### src/rtl/sc_fifo_burst_rdr_pkg.sv
// Shared types and helpers for the FIFO burst reader.
// State encoding and counter width helper.
package sc_fifo_burst_rdr_pkg;

    typedef enum logic [1:0] {
        IDLE,
        BURST,
        FLUSH
    } state_t;

    // idx/len must hold a full FIFO level (0..2**PTRW)
    function automatic int cnt_w(input int ptrw);
        return ptrw + 1;
    endfunction

endpackage

### src/rtl/sc_fifo_burst_rdr_oreg.sv
// Output register stage of the FIFO burst reader.
// Holds one stream beat: load on pop, clear on handshake, else hold.
module sc_fifo_burst_rdr_oreg #(
    parameter int DW = 32
) (
    input  logic          clk,
    input  logic          reset_n,
    input  logic          load,
    input  logic [DW-1:0] data_in,
    input  logic          sop_in,
    input  logic          eop_in,
    input  logic          ready,
    output logic [DW-1:0] data,
    output logic          valid,
    output logic          sop,
    output logic          eop
);

    // Beat register: a load wins over a concurrent handshake
    always_ff @(posedge clk or negedge reset_n) begin
        if (!reset_n) begin
            data  <= '0;
            valid <= 1'b0;
            sop   <= 1'b0;
            eop   <= 1'b0;
        end else if (load) begin
            data  <= data_in;
            valid <= 1'b1;
            sop   <= sop_in;
            eop   <= eop_in;
        end else if (valid && ready) begin
            valid <= 1'b0;
        end
    end

endmodule

### src/rtl/sc_fifo_burst_rdr.sv
// Read-side burst controller for the single-clock FIFO.
// Partial flush on idle timeout: SC_FIFO_BURST_RDR_TIMEOUT_EN.
module sc_fifo_burst_rdr
    import sc_fifo_burst_rdr_pkg::*;
#(
    parameter int             DW        = 32,
    parameter int             PTRW      = 8,
    parameter int             BURST_LEN = 16,
    parameter int             TOW       = 8,
    parameter logic [TOW-1:0] TIMEOUT   = 8'd200
) (
    input  logic            clk,
    input  logic            reset_n,
    input  logic [DW-1:0]   fifo_dataout,
    input  logic            fifo_empty,
    input  logic [PTRW:0]   fifo_entry_used,
    output logic            fifo_rd_op,
    output logic [DW-1:0]   m_data,
    output logic            m_valid,
    input  logic            m_ready,
    output logic            m_sop,
    output logic            m_eop,
    output logic            busy
);

    localparam int            CW = cnt_w(PTRW);
    localparam logic [CW-1:0] BL = CW'(BURST_LEN);

    state_t        state;
    logic [CW-1:0] idx;
    logic [CW-1:0] len;
    logic [CW-1:0] flush_len;
    logic          pop;
    logic          last;
    logic          full_lvl;
    logic          go_flush;

    assign full_lvl   = fifo_entry_used >= BL;
    assign last       = idx == (len - 1'b1);
    assign pop        = (state != IDLE) & ~fifo_empty
                      & (~m_valid | m_ready);
    assign fifo_rd_op = pop;
    assign busy       = state != IDLE;

`ifdef SC_FIFO_BURST_RDR_TIMEOUT_EN
    logic [TOW-1:0] to_cnt;
    logic           timeout_hit;

    assign timeout_hit = to_cnt == TIMEOUT;
    assign go_flush    = (state == IDLE) & ~full_lvl & timeout_hit
                       & (fifo_entry_used != '0);
    assign flush_len   = fifo_entry_used;

    // Idle timer: counts while a partial burst waits, saturates at TIMEOUT
    always_ff @(posedge clk or negedge reset_n) begin
        if (!reset_n) begin
            to_cnt <= '0;
        end else if (state != IDLE || go_flush || full_lvl
                     || fifo_entry_used == '0) begin
            to_cnt <= '0;
        end else if (!timeout_hit) begin
            to_cnt <= to_cnt + 1'b1;
        end
    end
`else
    logic unused_to;

    assign unused_to = ^TIMEOUT;
    assign go_flush  = 1'b0;
    assign flush_len = BL;
`endif

    // Burst sequencer: start, count beats, return to IDLE on last pop
    always_ff @(posedge clk or negedge reset_n) begin
        if (!reset_n) begin
            state <= IDLE;
            idx   <= '0;
            len   <= '0;
        end else begin
            case (state)
                IDLE: begin
                    if (full_lvl) begin
                        state <= BURST;
                        len   <= BL;
                        idx   <= '0;
                    end else if (go_flush) begin
                        state <= FLUSH;
                        len   <= flush_len;
                        idx   <= '0;
                    end
                end
                BURST, FLUSH: begin
                    if (pop) begin
                        idx <= idx + 1'b1;
                        if (last) state <= IDLE;
                    end
                end
                default: state <= IDLE;
            endcase
        end
    end

    sc_fifo_burst_rdr_oreg #(
        .DW(DW)
    ) u_oreg (
        .clk     (clk),
        .reset_n (reset_n),
        .load    (pop),
        .data_in (fifo_dataout),
        .sop_in  (idx == '0),
        .eop_in  (last),
        .ready   (m_ready),
        .data    (m_data),
        .valid   (m_valid),
        .sop     (m_sop),
        .eop     (m_eop)
    );

endmodule

### config.mk
export PLATFORM = sky130hd
export DESIGN_NAME = sc_fifo_burst_rdr
export DESIGN_NICKNAME = d
export VERILOG_FILES = /design/src/rtl/sc_fifo_burst_rdr_pkg.sv /design/src/rtl/sc_fifo_burst_rdr_oreg.sv /design/src/rtl/sc_fifo_burst_rdr.sv
export SDC_FILE = /design/constraint.sdc
export NUM_CORES = 1
export LEC_CHECK = 0
export CORE_UTILIZATION = 30
export CTS_CLUSTER_DIAMETER = 40
export DETAILED_ROUTE_END_ITERATION = 6
export PLACE_DENSITY = 0.64
export RECOVER_POWER = 100
export SLEW_MARGIN = 40
export SYNTH_ARGS = -nofsm -noshare
export SYNTH_HDL_FRONTEND = slang
export SYNTH_HIERARCHICAL = 1
export SYNTH_SLANG_ARGS = --single-unit
export TNS_END_PERCENT = 5
### constraint.sdc
create_clock -name clk -period 1.8 [get_ports clk]
set_clock_uncertainty 0.05 [all_clocks]
set_input_delay 0.18 -clock clk [delete_from_list [all_inputs] [get_ports clk]]
set_output_delay 0.18 -clock clk [all_outputs]
set_load 0.05 [all_outputs]
==> results_dict.tcl <==
set metrics [dict create \
    drive_gt1_frac 0.123 \
    reg2regPathDepth 5 \
    fill_cells 599 \
    n_antenna_cell 0 \
    dieArea_sq_mm 0.00723 \
    ios 82 \
    cpPeakStageDelay_ns 0.80 \
    synth_top_cell_area_share 0.557 \
    slew_viol_final 0 \
    end_kind "output port" \
    path_delay_family "buffers and inverters" \
    power_density_mw_per_mm2 1190 \
    yosysSeqAreaShare 0.557 \
    worstPathCellList "clkdlybuf4s50_1" \
    dp_hpwl_microns 3010 \
    via_per_inst 4.60 \
    synth_area_sq_mm 0.00207 \
    totalWireLength_microns 4140 \
    drt_iter0_drc 24 \
    ys_seq_elements 46 \
    crit_required_ns 1.57 \
    cts_tree "built" \
    cts-root-buf "clkbuf_8" \
    holdWs_ns 0.369 \
    antenna_left 0 \
    setup_viol 0 \
    start_kind "register" \
    max_cap_viol_count 0 \
    preCtsSetupSlack_ns -0.188 \
    fin_cells 305 \
    switchingPower_w 0.00127 \
    wl_per_cell_microns 13.6 \
    worst_slew_pin_slew_ns 0.624 \
    clk_pin_slew_ns 0.08 \
    htreeDepth 2 \
    dr.pass1.iters 4 \
    yosysTopAreaCell "dfrtp_1" \
    clockBufferDepth 2 \
    hp-class "input port to asynchronous set/reset pin" \
    fp.coreArea_sq_mm 0.00649 \
    antenna_found_initial 0 \
    dieWidth_microns 85.0 \
    crit_cells 1 \
    postCtsSetupBuffers 0 \
    first_global_vias 1418 \
    final_area_sq_mm 0.00291 \
    p_comb_frac 0.386 \
    slowest_stage "clkdlybuf4s50_1" \
    worst_ep_arrival_time_ns 1.47 \
    max_slew_margin 0.586 \
    status "completed" \
    period_needed_ns 1.70 \
    grtUsageTotal 0.124 \
    nets 274 \
    grt_pass1_wl_microns 6930 \
    area_growth_pct 41.0 \
    dp.cells 296 \
    clkPwrFrac 0.214 \
    overflow 0 \
    syn_nets 187 \
    crit_buf_inv 1 \
    seqPwrFrac 0.401 \
    worstSetupPathType "register to output port" \
    p_leak_nw 1.24 \
    p_sw_frac 0.367 \
    fmax_mhz 590 \
    ir_worst_vdd_mv 0.370 \
    p_int_w 0.00219 \
    synth_cell_types 31 \
    route.detailed.drc 0 \
    fp.dieH_microns 85.0 \
    fin_ws_ns 0.105 \
    initial_core_util 0.318 \
    post-route-period-util 0.942 \
    yosys_warnings 6 \
    grt_max_degree 25 \
    hold_violations 0 \
    syn_avg_cell_area_sq_um 14.8 \
    rsz0062_at_grt "no" \
    numCtsBuffers 5 \
    cts.sinks 46 \
    clk-insertion-delay-late_ns 0.29 \
    place_area_sq_mm 0.00296 \
    num_rows 29 \
    place.gp.congestion 0.795 \
    ys_top_cells_by_area "dfrtp_1 56%, mux2_4 21%, buf_12 2.9%" \
    io_buffers 77 \
    critPathMaxFanout 3 \
    syn-instance-count 140 \
    vias 1404 \
    setup_tns_ns 0 \
]
==> synth_stat cells <==
library cell	number
a21o_1	2
a21oi_1	2
a22o_1	2
a31oi_1	1
and2b_1	1
and3_1	1
and3b_1	1
buf_12	3
buf_2	1
buf_6	1
dfrtp_1	46
ha_1	2
inv_1	4
mux2_2	5
mux2_4	29
nand2_1	2
nand2b_1	1
nand3_1	3
nand4_1	2
nor2_1	10
nor2b_1	1
nor3_1	3
nor3b_1	2
nor4_1	3
nor4b_2	1
o21ai_0	1
o31ai_1	1
or2_2	1
or4_1	1
xnor2_1	5
xor2_1	2
==> area by class of cell <==
type	instances	area, sq um	share of cell area
clock buffer	7	76.3	0.0262
clock inverter	1	30.0	0.0103
inverter	4	15.0	0.00515
multi-input combinational	85	738	0.253
sequential	46	1150	0.395
tap	77	96.3	0.0331
timing repair buffer	85	806	0.277
==> power by group through the flow <==
stage / sequential [W] / combinational (W) / clock [W]
2_1_floorplan: 0.00190 / 0.000488 / 0
3_3_place_gp: 0.00141 / 0.00147 / 0
3_5_place_dp: 0.00141 / 0.00148 / 0
4_1_cts: 0.00139 / 0.00149 / 0.000784
5_1_grt: 0.00141 / 0.00141 / 0.000836
6_report: 0.00138 / 0.00133 / 0.000738
==> kinds of logic (layout without fill, tap and decap cells) <==
group | Yosys count | count (layout) | synth area share
AOI/OAI and AO/OA | 9 | 9 | 0.0297
xor gates and xnor gates | 7 | 7 | 0.0297
adders and majority gates | 2 | 2 | 0.0121
buffers and inverters | 9 | 97 | 0.0442
DFF | 46 | 46 | 0.557
muxes | 34 | 34 | 0.238
and+or+nand+nor | 33 | 33 | 0.0896
==> final timing paths <==
check                                           start                           to  slack, ns
setup / recovery             u_oreg/valid$_DFFE_PN0P_                      m_valid       0.10
min in group clk                      fifo_dataout[8]   u_oreg/data[8]$_DFFE_PN0P_       0.43
hold / removal                                reset_n   u_oreg/data[0]$_DFFE_PN0P_       0.37
setup reg to reg                   idx[0]$_DFFE_PN0P_           idx[8]$_DFFE_PN0P_       0.14
hold reg to reg            u_oreg/data[5]$_DFFE_PN0P_   u_oreg/data[5]$_DFFE_PN0P_       0.44
max in group asynchronous                     reset_n  u_oreg/data[25]$_DFFE_PN0P_       0.32
==> stage by stage <==
stage | power [W] | util
6_report | 0.00346 | 0.449
5_1_grt | 0.00366 | 0.449
4_1_cts | 0.00366 | 0.474
3_5_place_dp | 0.00289 | 0.456
3_3_place_gp | 0.00288 | 0.456
2_1_floorplan | 0.00238 | -
==> cells in the final DEF, fill, tap and decap left out, types with 4 or more instances in the layout <==
cell	instances
clkbuf_8	5
nor2_1	9
clkbuf_1	4
mux2_2	5
dfrtp_1	45
inv_1	4
clkdlybuf4s50_1	73
buf_4	4
mux2_1	26
xnor2_1	5
==> flip-flops by register name, indices dropped and copies added, names as in the netlist <==
name / flops
idx: 9
u_oreg/valid: 1
state: 1
len: 1
u_oreg/eop: 1
u_oreg/sop: 1
u_oreg/data: 32
==> metal layers <==
layer	vias up	global-route usage	wire length (microns)
met5	-	0	0
met4	0	0.0324	15
met3	2	0.0370	215
met2	43	0.197	1980
met1	698	0.165	1930
li1	661	-	-
==> what timing repair did <==
item	CTS	global route
setup endpoints to repair	1	1
hold buffers	1	0
hold endpoints to repair	22	0
gates resized for setup	1	1
Power figures use the tool's default switching activity.
